[src/rtl/fp_pkg.sv]
`default_nettype none
// ============================================================================
//  Module      : fp_pkg
//  Description : Shared types and default format constants for the pipelined
//                floating-point add/subtract unit.
//  Revision    : 1.0  initial release
// ============================================================================
package fp_pkg;

    // Default binary32 format and the constants derived from it
    localparam int FP_EXP_W = 8;
    localparam int FP_MAN_W = 23;
    localparam int W        = 1 + FP_EXP_W + FP_MAN_W;
    localparam int BIAS     = 2**(FP_EXP_W-1) - 1;
    localparam int EXP_MAX  = 2**FP_EXP_W - 1;

    // Operand class; also used as the result tag carried down the pipe
    // (FP_NORM = arithmetic result, FP_INF / FP_NAN = special bypass)
    typedef enum logic [1:0] {
        FP_ZERO = 2'd0,
        FP_NORM = 2'd1,
        FP_INF  = 2'd2,
        FP_NAN  = 2'd3
    } fp_class_e;

    // Exception flags, packed in port order {invalid, overflow, underflow, inexact}
    typedef struct packed {
        logic invalid;
        logic overflow;
        logic underflow;
        logic inexact;
    } fp_flags_t;

endpackage
`default_nettype wire

[src/rtl/fp_lzc.sv]
`default_nettype none
// ============================================================================
//  Module      : fp_lzc
//  Description : Combinational leading-zero counter. An all-zero input
//                returns IN_W.
//  Revision    : 1.0  initial release
// ============================================================================
module fp_lzc #(
    parameter int IN_W  = 27,
    parameter int CNT_W = $clog2(IN_W + 1)
) (
    input  logic [IN_W-1:0]  in_vec,
    output logic [CNT_W-1:0] lz_cnt
);

    logic w_found;

    // Scan from the MSB; the first set bit fixes the count
    always_comb begin
        lz_cnt  = CNT_W'(IN_W);
        w_found = 1'b0;
        for (int i = IN_W - 1; i >= 0; i--) begin
            if (!w_found && in_vec[i]) begin
                lz_cnt  = CNT_W'(IN_W - 1 - i);
                w_found = 1'b1;
            end
        end
    end

endmodule
`default_nettype wire

[src/rtl/fp_addsub_pipe.sv]
`default_nettype none
// ============================================================================
//  Module      : fp_addsub_pipe
//  Description : 4-stage pipelined floating-point add/subtract with RNE
//                rounding, flush-to-zero, special-value bypass, exception
//                flags and a valid/ready stream handshake.
//                S1 unpack/swap, S2 align, S3 add/sub, S4 normalise/round/pack.
//  Revision    : 1.0  initial release
// ============================================================================
module fp_addsub_pipe
    import fp_pkg::*;
#(
    parameter int EXP_W = FP_EXP_W,
    parameter int MAN_W = FP_MAN_W
) (
    input  logic                     clk,
    input  logic                     rst_n,
    input  logic                     in_valid,
    output logic                     in_ready,
    input  logic [EXP_W+MAN_W:0]     op_a,
    input  logic [EXP_W+MAN_W:0]     op_b,
    input  logic                     op_sub,
    output logic                     out_valid,
    input  logic                     out_ready,
    output logic [EXP_W+MAN_W:0]     result,
    output logic [3:0]               flags
);

    localparam int c_w       = 1 + EXP_W + MAN_W;
    localparam int c_sig_w   = MAN_W + 4;            // hidden + fraction + G,R,S
    localparam int c_sh_max  = MAN_W + 3;            // alignment shift saturation
    localparam int c_sh_w    = $clog2(c_sig_w);
    localparam int c_lz_w    = $clog2(c_sig_w + 1);
    localparam int c_xe_w    = EXP_W + 2;            // exponent working width, MSB = negative
    localparam int c_rnd_w   = MAN_W + 2;
    localparam int c_exp_max = 2**EXP_W - 1;

    typedef struct packed {
        fp_class_e          cls;
        logic               sign_l;
        logic               sign_s;
        logic [EXP_W-1:0]   exp_l;
        logic [EXP_W-1:0]   diff;
        logic [MAN_W:0]     sig_l;
        logic [MAN_W:0]     sig_s;
    } s1_t;

    typedef struct packed {
        fp_class_e          cls;
        logic               sign_l;
        logic               sign_s;
        logic [EXP_W-1:0]   exp_l;
        logic [c_sig_w-1:0] ext_l;
        logic [c_sig_w-1:0] ext_s;
    } s2_t;

    typedef struct packed {
        fp_class_e          cls;
        logic               sign_l;
        logic               sign_s;
        logic [EXP_W-1:0]   exp_l;
        logic [c_sig_w:0]   sum;
    } s3_t;

    function automatic fp_class_e classify(input logic [EXP_W-1:0] e, input logic [MAN_W-1:0] f);
        if (e == '0)      return FP_ZERO;   // zero and subnormal (flushed)
        else if (e == '1) return (f == '0) ? FP_INF : FP_NAN;
        else              return FP_NORM;
    endfunction

    // ---------------------------------------------------------------- control
    logic w_en;
    logic r_v1, r_v2, r_v3, r_out_valid;

    assign w_en      = !r_out_valid || out_ready;
    assign in_ready  = w_en;
    assign out_valid = r_out_valid;

    // ---------------------------------------------------------------- S1
    logic                 w_sa, w_sb, w_swap;
    logic [EXP_W-1:0]     w_ea, w_eb, w_exp_s;
    logic [MAN_W-1:0]     w_fa, w_fb;
    logic [c_w-2:0]       w_mag_a, w_mag_b;
    logic [MAN_W:0]       w_sig_a, w_sig_b;
    fp_class_e            w_ca, w_cb;
    s1_t                  w_s1, r_s1;

    assign w_sa = op_a[c_w-1];
    assign w_sb = op_b[c_w-1] ^ op_sub;
    assign w_ea = op_a[c_w-2 -: EXP_W];
    assign w_eb = op_b[c_w-2 -: EXP_W];
    assign w_fa = op_a[MAN_W-1:0];
    assign w_fb = op_b[MAN_W-1:0];

    // Classify, flush subnormals, order operands so the first has the larger magnitude
    always_comb begin
        w_ca    = classify(w_ea, w_fa);
        w_cb    = classify(w_eb, w_fb);
        w_mag_a = (w_ca == FP_ZERO) ? '0 : op_a[c_w-2:0];
        w_mag_b = (w_cb == FP_ZERO) ? '0 : op_b[c_w-2:0];
        w_sig_a = (w_ca == FP_ZERO) ? '0 : {1'b1, w_fa};
        w_sig_b = (w_cb == FP_ZERO) ? '0 : {1'b1, w_fb};
        w_swap  = (w_mag_b > w_mag_a);

        w_s1.sign_l = w_swap ? w_sb    : w_sa;
        w_s1.sign_s = w_swap ? w_sa    : w_sb;
        w_s1.exp_l  = w_swap ? w_eb    : w_ea;
        w_exp_s     = w_swap ? w_ea    : w_eb;
        w_s1.sig_l  = w_swap ? w_sig_b : w_sig_a;
        w_s1.sig_s  = w_swap ? w_sig_a : w_sig_b;
        w_s1.diff   = w_s1.exp_l - w_exp_s;

        if (w_ca == FP_NAN || w_cb == FP_NAN || (w_ca == FP_INF && w_cb == FP_INF && w_sa != w_sb))
            w_s1.cls = FP_NAN;
        else if (w_ca == FP_INF || w_cb == FP_INF)
            w_s1.cls = FP_INF;      // the larger operand is the infinity
        else
            w_s1.cls = FP_NORM;
    end

    // ---------------------------------------------------------------- S2
    logic [c_sh_w-1:0]    w_sh;
    logic [c_sig_w-1:0]   w_ext_s, w_shifted, w_mask;
    logic                 w_lost;
    s2_t                  w_s2, r_s2;

    // Right-align the smaller significand, folding shifted-out bits into sticky
    always_comb begin
        w_sh      = (int'(r_s1.diff) > c_sh_max) ? c_sh_w'(c_sh_max) : c_sh_w'(r_s1.diff);
        w_ext_s   = {r_s1.sig_s, 3'b000};
        w_mask    = ~({c_sig_w{1'b1}} << w_sh);
        w_lost    = |(w_ext_s & w_mask);
        w_shifted = w_ext_s >> w_sh;

        w_s2.cls    = r_s1.cls;
        w_s2.sign_l = r_s1.sign_l;
        w_s2.sign_s = r_s1.sign_s;
        w_s2.exp_l  = r_s1.exp_l;
        w_s2.ext_l  = {r_s1.sig_l, 3'b000};
        w_s2.ext_s  = {w_shifted[c_sig_w-1:1], w_shifted[0] | w_lost};
    end

    // ---------------------------------------------------------------- S3
    s3_t                  w_s3, r_s3;

    // Magnitude add or subtract; operand order guarantees a non-negative difference
    always_comb begin
        w_s3.cls    = r_s2.cls;
        w_s3.sign_l = r_s2.sign_l;
        w_s3.sign_s = r_s2.sign_s;
        w_s3.exp_l  = r_s2.exp_l;
        if (r_s2.sign_l ^ r_s2.sign_s)
            w_s3.sum = {1'b0, r_s2.ext_l} - {1'b0, r_s2.ext_s};
        else
            w_s3.sum = {1'b0, r_s2.ext_l} + {1'b0, r_s2.ext_s};
    end

    // ---------------------------------------------------------------- S4
    logic [c_lz_w-1:0]    w_lz;
    logic [c_sig_w-1:0]   w_norm;
    logic [c_xe_w-1:0]    w_exp_n, w_exp_r;
    logic [c_rnd_w-1:0]   w_rnd;
    logic [MAN_W-1:0]     w_frac;
    logic                 w_up, w_grs, w_zero;
    logic [c_w-1:0]       w_res;
    fp_flags_t            w_flags;
    logic [c_w-1:0]       r_result;
    fp_flags_t            r_flags;

    fp_lzc #(
        .IN_W   (c_sig_w),
        .CNT_W  (c_lz_w)
    ) u_lzc (
        .in_vec (r_s3.sum[c_sig_w-1:0]),
        .lz_cnt (w_lz)
    );

    // Normalise, round to nearest even, then pick special / zero / inf / finite packing
    always_comb begin
        w_zero = (r_s3.sum == '0);
        if (r_s3.sum[c_sig_w]) begin
            w_norm  = {r_s3.sum[c_sig_w:2], r_s3.sum[1] | r_s3.sum[0]};
            w_exp_n = c_xe_w'(r_s3.exp_l) + c_xe_w'(1);
        end else begin
            w_norm  = r_s3.sum[c_sig_w-1:0] << w_lz;
            w_exp_n = c_xe_w'(r_s3.exp_l) - c_xe_w'(w_lz);
        end

        w_grs   = |w_norm[2:0];
        w_up    = w_norm[2] & (w_norm[1] | w_norm[0] | w_norm[3]);
        w_rnd   = {1'b0, w_norm[c_sig_w-1:3]} + c_rnd_w'(w_up);
        w_exp_r = w_exp_n + c_xe_w'(w_rnd[MAN_W+1]);
        w_frac  = w_rnd[MAN_W+1] ? w_rnd[MAN_W:1] : w_rnd[MAN_W-1:0];

        w_flags = '0;
        case (r_s3.cls)
            FP_NAN: begin
                w_res           = {1'b0, {EXP_W{1'b1}}, 1'b1, {(MAN_W-1){1'b0}}};
                w_flags.invalid = 1'b1;
            end
            FP_INF: begin
                w_res = {r_s3.sign_l, {EXP_W{1'b1}}, {MAN_W{1'b0}}};
            end
            default: begin
                if (w_zero) begin
                    // Exact zero is +0 unless both effective signs are negative
                    w_res = {r_s3.sign_l & r_s3.sign_s, {(c_w-1){1'b0}}};
                end else if (w_exp_n[c_xe_w-1] || w_exp_n == '0) begin
                    w_res             = {r_s3.sign_l, {(c_w-1){1'b0}}};
                    w_flags.underflow = 1'b1;
                    w_flags.inexact   = 1'b1;
                end else if (w_exp_r >= c_xe_w'(c_exp_max)) begin
                    w_res            = {r_s3.sign_l, {EXP_W{1'b1}}, {MAN_W{1'b0}}};
                    w_flags.overflow = 1'b1;
                    w_flags.inexact  = 1'b1;
                end else begin
                    w_res           = {r_s3.sign_l, w_exp_r[EXP_W-1:0], w_frac};
                    w_flags.inexact = w_grs;
                end
            end
        endcase
    end

    // ---------------------------------------------------------------- registers
    // Stage valid bits advance together under the global enable
    always_ff @(posedge clk or negedge rst_n) begin
        if (!rst_n) begin
            r_v1        <= 1'b0;
            r_v2        <= 1'b0;
            r_v3        <= 1'b0;
            r_out_valid <= 1'b0;
        end else if (w_en) begin
            r_v1        <= in_valid;
            r_v2        <= r_v1;
            r_v3        <= r_v2;
            r_out_valid <= r_v3;
        end
    end

    // Intermediate stage data; contents of invalid stages are don't-care
    always_ff @(posedge clk) begin
        if (w_en) begin
            r_s1 <= w_s1;
            r_s2 <= w_s2;
            r_s3 <= w_s3;
        end
    end

    // Output register only loads real results so it never changes under a bubble
    always_ff @(posedge clk or negedge rst_n) begin
        if (!rst_n) begin
            r_result <= '0;
            r_flags  <= '0;
        end else if (w_en && r_v3) begin
            r_result <= w_res;
            r_flags  <= w_flags;
        end
    end

    assign result = r_result;
    assign flags  = r_flags;

endmodule
`default_nettype wire

[config.mk]
export PLATFORM = sky130hd
export DESIGN_NAME = fp_addsub_pipe
export DESIGN_NICKNAME = d
export VERILOG_FILES = /design/src/rtl/fp_pkg.sv /design/src/rtl/fp_lzc.sv /design/src/rtl/fp_addsub_pipe.sv
export SDC_FILE = /design/constraint.sdc
export NUM_CORES = 1
export LEC_CHECK = 0
export CAP_MARGIN = 10
export CORE_MARGIN = 2
export CORE_UTILIZATION = 66
export DETAILED_ROUTE_END_ITERATION = 10
export PLACE_DENSITY = 0.84
export SYNTH_ARGS = -nofsm -noshare
export SYNTH_HDL_FRONTEND = slang
export SYNTH_SLANG_ARGS = --single-unit
[constraint.sdc]
create_clock -name clk -period 20.5 [get_ports clk]
set_clock_uncertainty 0.05 [all_clocks]
set_input_delay 2.05 -clock clk [delete_from_list [all_inputs] [get_ports clk]]
set_output_delay 2.05 -clock clk [all_outputs]
set_load 0.005 [all_outputs]
==> qor.txt, run 1 <==
status -> complete, no violations
Post-synth ARST share -> 18.96%
fmax -> 126.7 MHz
RSZ-0062 raised after global routing -> false
worst r2r dst -> result[9]
RD Place Congestion -> 0.9931
slowest stage delay, CP -> 0.73 ns
layout cells sized above 1 -> 6.450%
dpl ws -> 12.34 ns
Design Area, Final -> 18630 µm²
Starting Density -> 66.84%
Cell variety after synth -> 105
core area -> 25110 µm²
Leak -> 7.609 nW
Remaining DRCs -> 0
Syn Area/Cell -> 8.701 µm²
Post-synth EDFFs -> 171
Synth Register Bits -> 211
Port Buffer Count -> 106
TritonRoute pass-1 iters -> 6
CTS Sinks -> 211
DR vias/cell -> 6.681
top fanout value on the critical path -> 25
register area share after synthesis -> 36.56%
Cell Area, Placed -> 17910 µm²
cts bufs inserted -> 22
hold endpoint -> r_s2[34]
worst r2r path cells -> 25
synthesized area -> 16780 µm²
Power Total -> 2.821 mW
Finish-stage setup viols -> 0
CTS Root Cell -> clkbuf_16
normalized max-slew margin -> 26.67%
First DRT Iteration DRCs -> 1640
Final #Nets -> 2115
vias in the first global route -> 14503
internal reg-to-reg setup slack -> 12.61 ns
largest net degree at the start of global routing -> 137
Max Cap Violations -> 0
post-detailed-route count of antenna-violating nets -> 0
hold path startpoint -> r_s1[28]
CP max-delay cell -> o2bb2ai_2
setup bufs post-CTS -> 0
PwrDens -> 151.4 nW/µm²
Post-Syn Nets -> 2090
DP HPWL -> 34.65 mm
critical path class -> flip-flop to flip-flop
io pins -> 107
initial antenna violation count -> 1
ys flop type -> edfxtp_1
Skew-Pair Late Insertion Delay -> 0.52 ns
DIE AREA -> 26720 µm²
Max Slew Vio Count -> 0
final wirelength -> 46.75 mm
post-CTS resize count -> 0
cts hold-fix bufs -> 0
wire length per cell -> 20.32 µm
crit start category -> flip-flop
Max VDD drop -> 0.09293 mV
die width -> 163.5 µm
first-pass GRT wire length -> 74.60 mm
post-synthesis cell count -> 1929
hold crit path type -> flip-flop to flip-flop
GRT Overall Usage -> 34.73%
CTS tree -> yes
Hold Slack -> 0.3649 ns
crit path DAT -> 8.26 ns
Die Height -> 163.5 µm
final setup TNS -> 0 ns
via count -> 15366
Fill cells -> 1855
fin cells -> 2300
Std-Cell Rows -> 58
Clock transition at path regs -> 0.06 ns
setup slack after layout -> 12.61 ns
Worst setup EP type -> flip-flop
Post-Route Utilization -> 74.21%
global route overflow -> 0
Worst-Margin Slew -> 1.100 ns
Worst Hold Path Cells -> 0
CP Data Required Time -> 20.86 ns
Fin. Hold Viols -> 0
Synth Warn # -> 0
placed insts -> 2260
Crit Reg-Reg Startpoint -> r_s3[23]
Tmin final -> 7.895 ns
ratio of final minimum period to clock period -> 38.51%
clk buf depth -> 3
Area growth syn-to-layout -> 11.03%
H-tree Lvls -> 1
[worst max-delay path by stage]
stage                     cells after the start       from         to  slack, ns
after detailed placement                     22   op_b[28]   r_s1[54]      12.34
after floorplan                               2  out_ready   in_ready      11.45
after CTS                                    25   r_s3[23]  result[9]      12.85
final                                        25   r_s3[23]  result[9]      12.61
after global routing                         25   r_s3[23]  result[9]      12.13
after global placement                       22   op_b[28]   r_s1[54]      12.49
[critical path, delay by kind of cell, from the launching register on]
kind                       cells  cell delay (ns)
adders and majority gates      3             0.67
and+or+nand+nor               10             2.94
buffers and inverters          4             0.79
AOI/OAI and AO/OA              7             2.69
DFF                            1             0.47
xor gates and xnor gates       1             0.16
[Yosys cell counts (20+ instances only)]
cell type / number / share of area (%)
nand3_1: 81 / 2.4
nand2_1: 272 / 6.1
o211ai_1: 24 / 1.1
nor4_1: 31 / 1.2
mux2i_1: 72 / 4.3
xor2_1: 26 / 1.4
edfxtp_1: 171 / 31
a211oi_1: 23 / 1.0
nor2_1: 133 / 3.0
a21oi_1: 112 / 3.3
nand4_1: 20 / 0.75
dfrtp_1: 40 / 6.0
clkbuf_1: 92 / 2.1
nor3_1: 56 / 1.7
a31oi_1: 30 / 1.1
xnor2_1: 43 / 2.2
o21ai_0: 138 / 4.1
ha_1: 90 / 6.7
inv_1: 100 / 2.2
[report_power, final]
group | internal (mW) | switching [mW]
Combinational | 0.616 | 0.967
Clock | 0.233 | 0.164
Sequential | 0.666 | 0.174
[sequential cells by signal, summed over array words and instances, names as in the netlist]
register   count
r_v2           1
out_valid      1
r_v3           1
r_s3          40
r_s2          63
r_s1          68
r_v1           1
result        32
flags          4
[metal layers]
layer,vias to the layer above,share of wire (%),track usage (%)
li1,7191,-,-
met1,7241,40,44.83
met4,0,4.3,13.44
met5,-,0,0
met3,172,7.9,4.850
met2,762,48,59.32
[cells in the final DEF, fill, tap and decap left out, drive strengths merged, types with 30 or more instances in the layout]
master	Yosys	final
nand2	273	273
edfxtp	171	171
nand3	82	82
inv	102	102
a21oi	115	115
nor3	59	59
nor4	39	39
dfrtp	40	40
xnor2	43	43
a31oi	30	30
mux2i	72	72
clkdlybuf4s50	0	105
ha	90	90
nor2	134	134
o21ai	147	147
[final cells by class]
type	count	area, µm²	share of cell area [%]
diodes	1	2.502	0.01343
clock buffers	26	596.8	3.203
clock inverters	13	127.6	0.6849
inverters	108	414.1	2.223
multi-input cells	1490	9776	52.46
flip-flops and latches	211	6136	32.93
well taps	330	412.9	2.216
repair buffers	121	1169	6.271
[cells by family after synthesis]
group | share of synthesized area [%]
compound gates | 21.16
xor+xnor | 3.601
simple gates | 20.48
fa+ha+maj | 6.948
mux | 5.859
buf+inv | 5.397
flops | 36.56
No activity file was read; power rests on OpenSTA's default activity.
==> run 2, diff against run 1 <==
--- a/config.mk
+++ b/config.mk
@@ -7,9 +7,9 @@
 export LEC_CHECK = 0
 export CAP_MARGIN = 10
 export CORE_MARGIN = 2
-export CORE_UTILIZATION = 66
+export CORE_UTILIZATION = 55
 export DETAILED_ROUTE_END_ITERATION = 10
-export PLACE_DENSITY = 0.84
+export PLACE_DENSITY = 0.74
 export SYNTH_ARGS = -nofsm -noshare
 export SYNTH_HDL_FRONTEND = slang
 export SYNTH_SLANG_ARGS = --single-unit
==> constraint.sdc (replaced) <==
create_clock -name clk -period 6.7 [get_ports clk]
set_clock_uncertainty 0.05 [all_clocks]
set_input_delay 0.67 -clock clk [delete_from_list [all_inputs] [get_ports clk]]
set_output_delay 0.67 -clock clk [all_outputs]
set_load 0.005 [all_outputs]
==> run 2 against run 1 <==
Net effect:
- utilization fell by 10 points
- sequential share of layout area fell by 0.97 points
- combinational power grew to 3.3 times the previous value
- sequential cell count did not move
- wire length increased by 4.0%
- final area grew 3.0%
- critical path depth fell by 1
==> qor.txt, run 2 (synthesis gave the netlist of run 1 again) <==
Starting Density -> 56.18% (-11 points)
Skew-Pair Late Insertion Delay -> 0.51 ns (about the same)
worst r2r path cells -> 24 (-4.0%)
vias in the first global route -> 14478 (-0.17%)
Clock transition at path regs -> 0.06 ns (about the same)
final wirelength -> 48.62 mm (+4.0%)
largest registers -> r_s1 x68, r_s2 x63, r_s3 x40
status -> complete, no violations
post-detailed-route count of antenna-violating nets -> 0 (unchanged)
Max Slew Vio Count -> 0 (unchanged)
crit start category -> flip-flop
Worst Setup SP -> r_s3[17]
ratio of final minimum period to clock period -> 92.67% (+54 points)
Area growth syn-to-layout -> 14.38%
Worst setup EP type -> flip-flop
Max Cap Violations -> 0 (unchanged)
io pins -> 107 (unchanged)
Design Area, Final -> 19200 µm² (+3.0%)
largest register by flop count -> r_s1
Final #Nets -> 2165 (+2.4%)
layout cells sized above 1 -> 9.059% (+2.6 points)
Post-Route Utilization -> 64.26% (-10 points)
DR vias/cell -> 6.385 (-4.4%)
via count -> 15388 (+0.14%)
normalized max-slew margin -> 35.13% (+8.5 points)
RD Place Congestion -> 0.9967 (+0.36%)
dpl ws -> 0.3737 ns (-11.96 ns)
crit path DAT -> 6.57 ns (-1.69 ns)
core area -> 29870 µm² (+19%)
Leak -> 7.903 nW (+3.9%)
PwrDens -> 470.2 nW/µm² (+210%)
Die Height -> 178.7 µm (+9.3%)
area of the multi-input gates -> 9814 µm² (+0.40%)
CTS tree -> yes
Largest register FFs -> 68 (unchanged)
GRT Overall Usage -> 30.78% (-3.9 points)
FF+latch area -> 6136 µm² (unchanged)
hold crit path type -> primary input to async pin
TritonRoute pass-1 iters -> 6 (unchanged)
internal reg-to-reg setup slack -> 0.49 ns (-12.11 ns)
DP HPWL -> 37.36 mm (+7.8%)
worst r2r dst -> result[9]
Power Total -> 9.027 mW (+220%)
H-tree Lvls -> 1 (unchanged)
Finish-stage setup viols -> 0 (unchanged)
CTS Root Cell -> clkbuf_16
largest net degree at the start of global routing -> 140 (+2.2%)
top fanout value on the critical path -> 18 (-28%)
fmax -> 161.1 MHz (+27%)
Hold Slack -> 0.2432 ns (-0.1217 ns)
clk buf depth -> 3 (unchanged)
final setup TNS -> 0 ns (unchanged)
cts bufs inserted -> 22 (unchanged)
initial antenna violation count -> 3 (+2)
Tmin final -> 6.209 ns (-1.686 ns)
Worst-Margin Slew -> 0.9485 ns (-0.1514 ns)
placed insts -> 2364 (+4.6%)
Port Buffer Count -> 106 (unchanged)
critical path class -> flip-flop to flip-flop
DIE AREA -> 31930 µm² (+19%)
Remaining DRCs -> 0 (unchanged)
First DRT Iteration DRCs -> 1639 (-0.061%)
Max VDD drop -> 0.2286 mV (+150%)
Cell Area, Placed -> 18330 µm² (+2.3%)
commonest non-fill, non-tap cell in the layout -> nand2_1
wire length per cell -> 20.17 µm (-0.74%)
first-pass GRT wire length -> 77.71 mm (+4.2%)
global route overflow -> 0 (unchanged)
setup slack after layout -> 0.4908 ns (-12.11 ns)
die width -> 178.7 µm (+9.3%)
fin cells -> 2410 (+4.8%)
CP Data Required Time -> 7.06 ns (-13.80 ns)
antenna diode count -> 0 (-1)
CTS Sinks -> 211 (unchanged)
RSZ-0062 raised after global routing -> false
most frequent cells in the layout -> 272 x nand2_1, 171 x edfxtp_1, 138 x o21ai_0, 133 x nor2_1, 110 x a21oi_1
Fill cells -> 2465 (+33%)
Crit Reg-Reg Startpoint -> r_s3[17]
Fin. Hold Viols -> 0 (unchanged)
Std-Cell Rows -> 63 (+8.6%)
-- run 2: changes by cell type in the layout (fill, tap and decap cells not counted), sizes merged --
cell,change
clkbuf,+1
buf,+50
clkinvlp,-3
clkinv,-1
bufinv,+3
inv,+1
diode,-1
-- run 2: what timing repair did --
item	CTS	global route
setup buffers	0	6
hold buffers	0	0
endpoints found under the setup margin	0	20
resized for setup	0	10
-- run 2: worst max path at each step --
stage / endpoint / slack, ns / cells past startpoint
after floorplan: result[18] / 0.81 / 28
after global routing: result[9] / 0.01 / 23
after detailed placement: result[19] / 0.37 / 23
after CTS: result[9] / 0.34 / 23
final: result[9] / 0.49 / 24
after global placement: result[9] / 0.45 / 24
-- run 2: power breakdown --
part           leakage [nW]  total, mW  internal (mW)  switching (mW)
combinational          5.29       5.25           2.07            3.19
sequential             2.23       2.45           2.03           0.412
clock                 0.379       1.33          0.821           0.506
-- run 2: cell type report --
class | count | share of cell area (%)
multi-input combinational | 1490 | 51.12
sequential | 211 | 31.96
timing repair buffer | 171 | 8.108
clock buffer | 27 | 3.076
tap | 390 | 2.542
inverter | 108 | 2.157
clock inverter | 13 | 1.030
-- run 2: worst max-delay path, stage by stage (launching register included) --
cell and delay (ns):
edfxtp_1 0.57, nor4_4 0.45, nand2_1 0.21, nor4_4 0.45
o22ai_1 0.23, o21ai_4 0.18, buf_4 0.18, buf_4 0.10
nand3_2 0.15, a222oi_1 0.30, o21ai_1 0.17, a221o_1 0.40
nor3_1 0.40, nand4_4 0.19, inv_1 0.16, ha_1 0.19
and3_1 0.20, and3_1 0.21, nand3_1 0.12, o22ai_1 0.16
a32o_1 0.20, nor2b_1 0.22, and2_4 0.24, nand2_4 0.14
o31ai_1 0.25
-- run 2: routing by layer --
metal / GRT usage (%) / vias up / part of all wire [%] / routed length, µm
met1: 41.21 / 7229 / 42 / 20350
met3: 3.265 / 162 / 6.7 / 3245
met5: 0 / - / 0 / 0
met4: 13.48 / 0 / 5.0 / 2421
li1: - / 7288 / - / -
met2: 50.69 / 709 / 46 / 22600
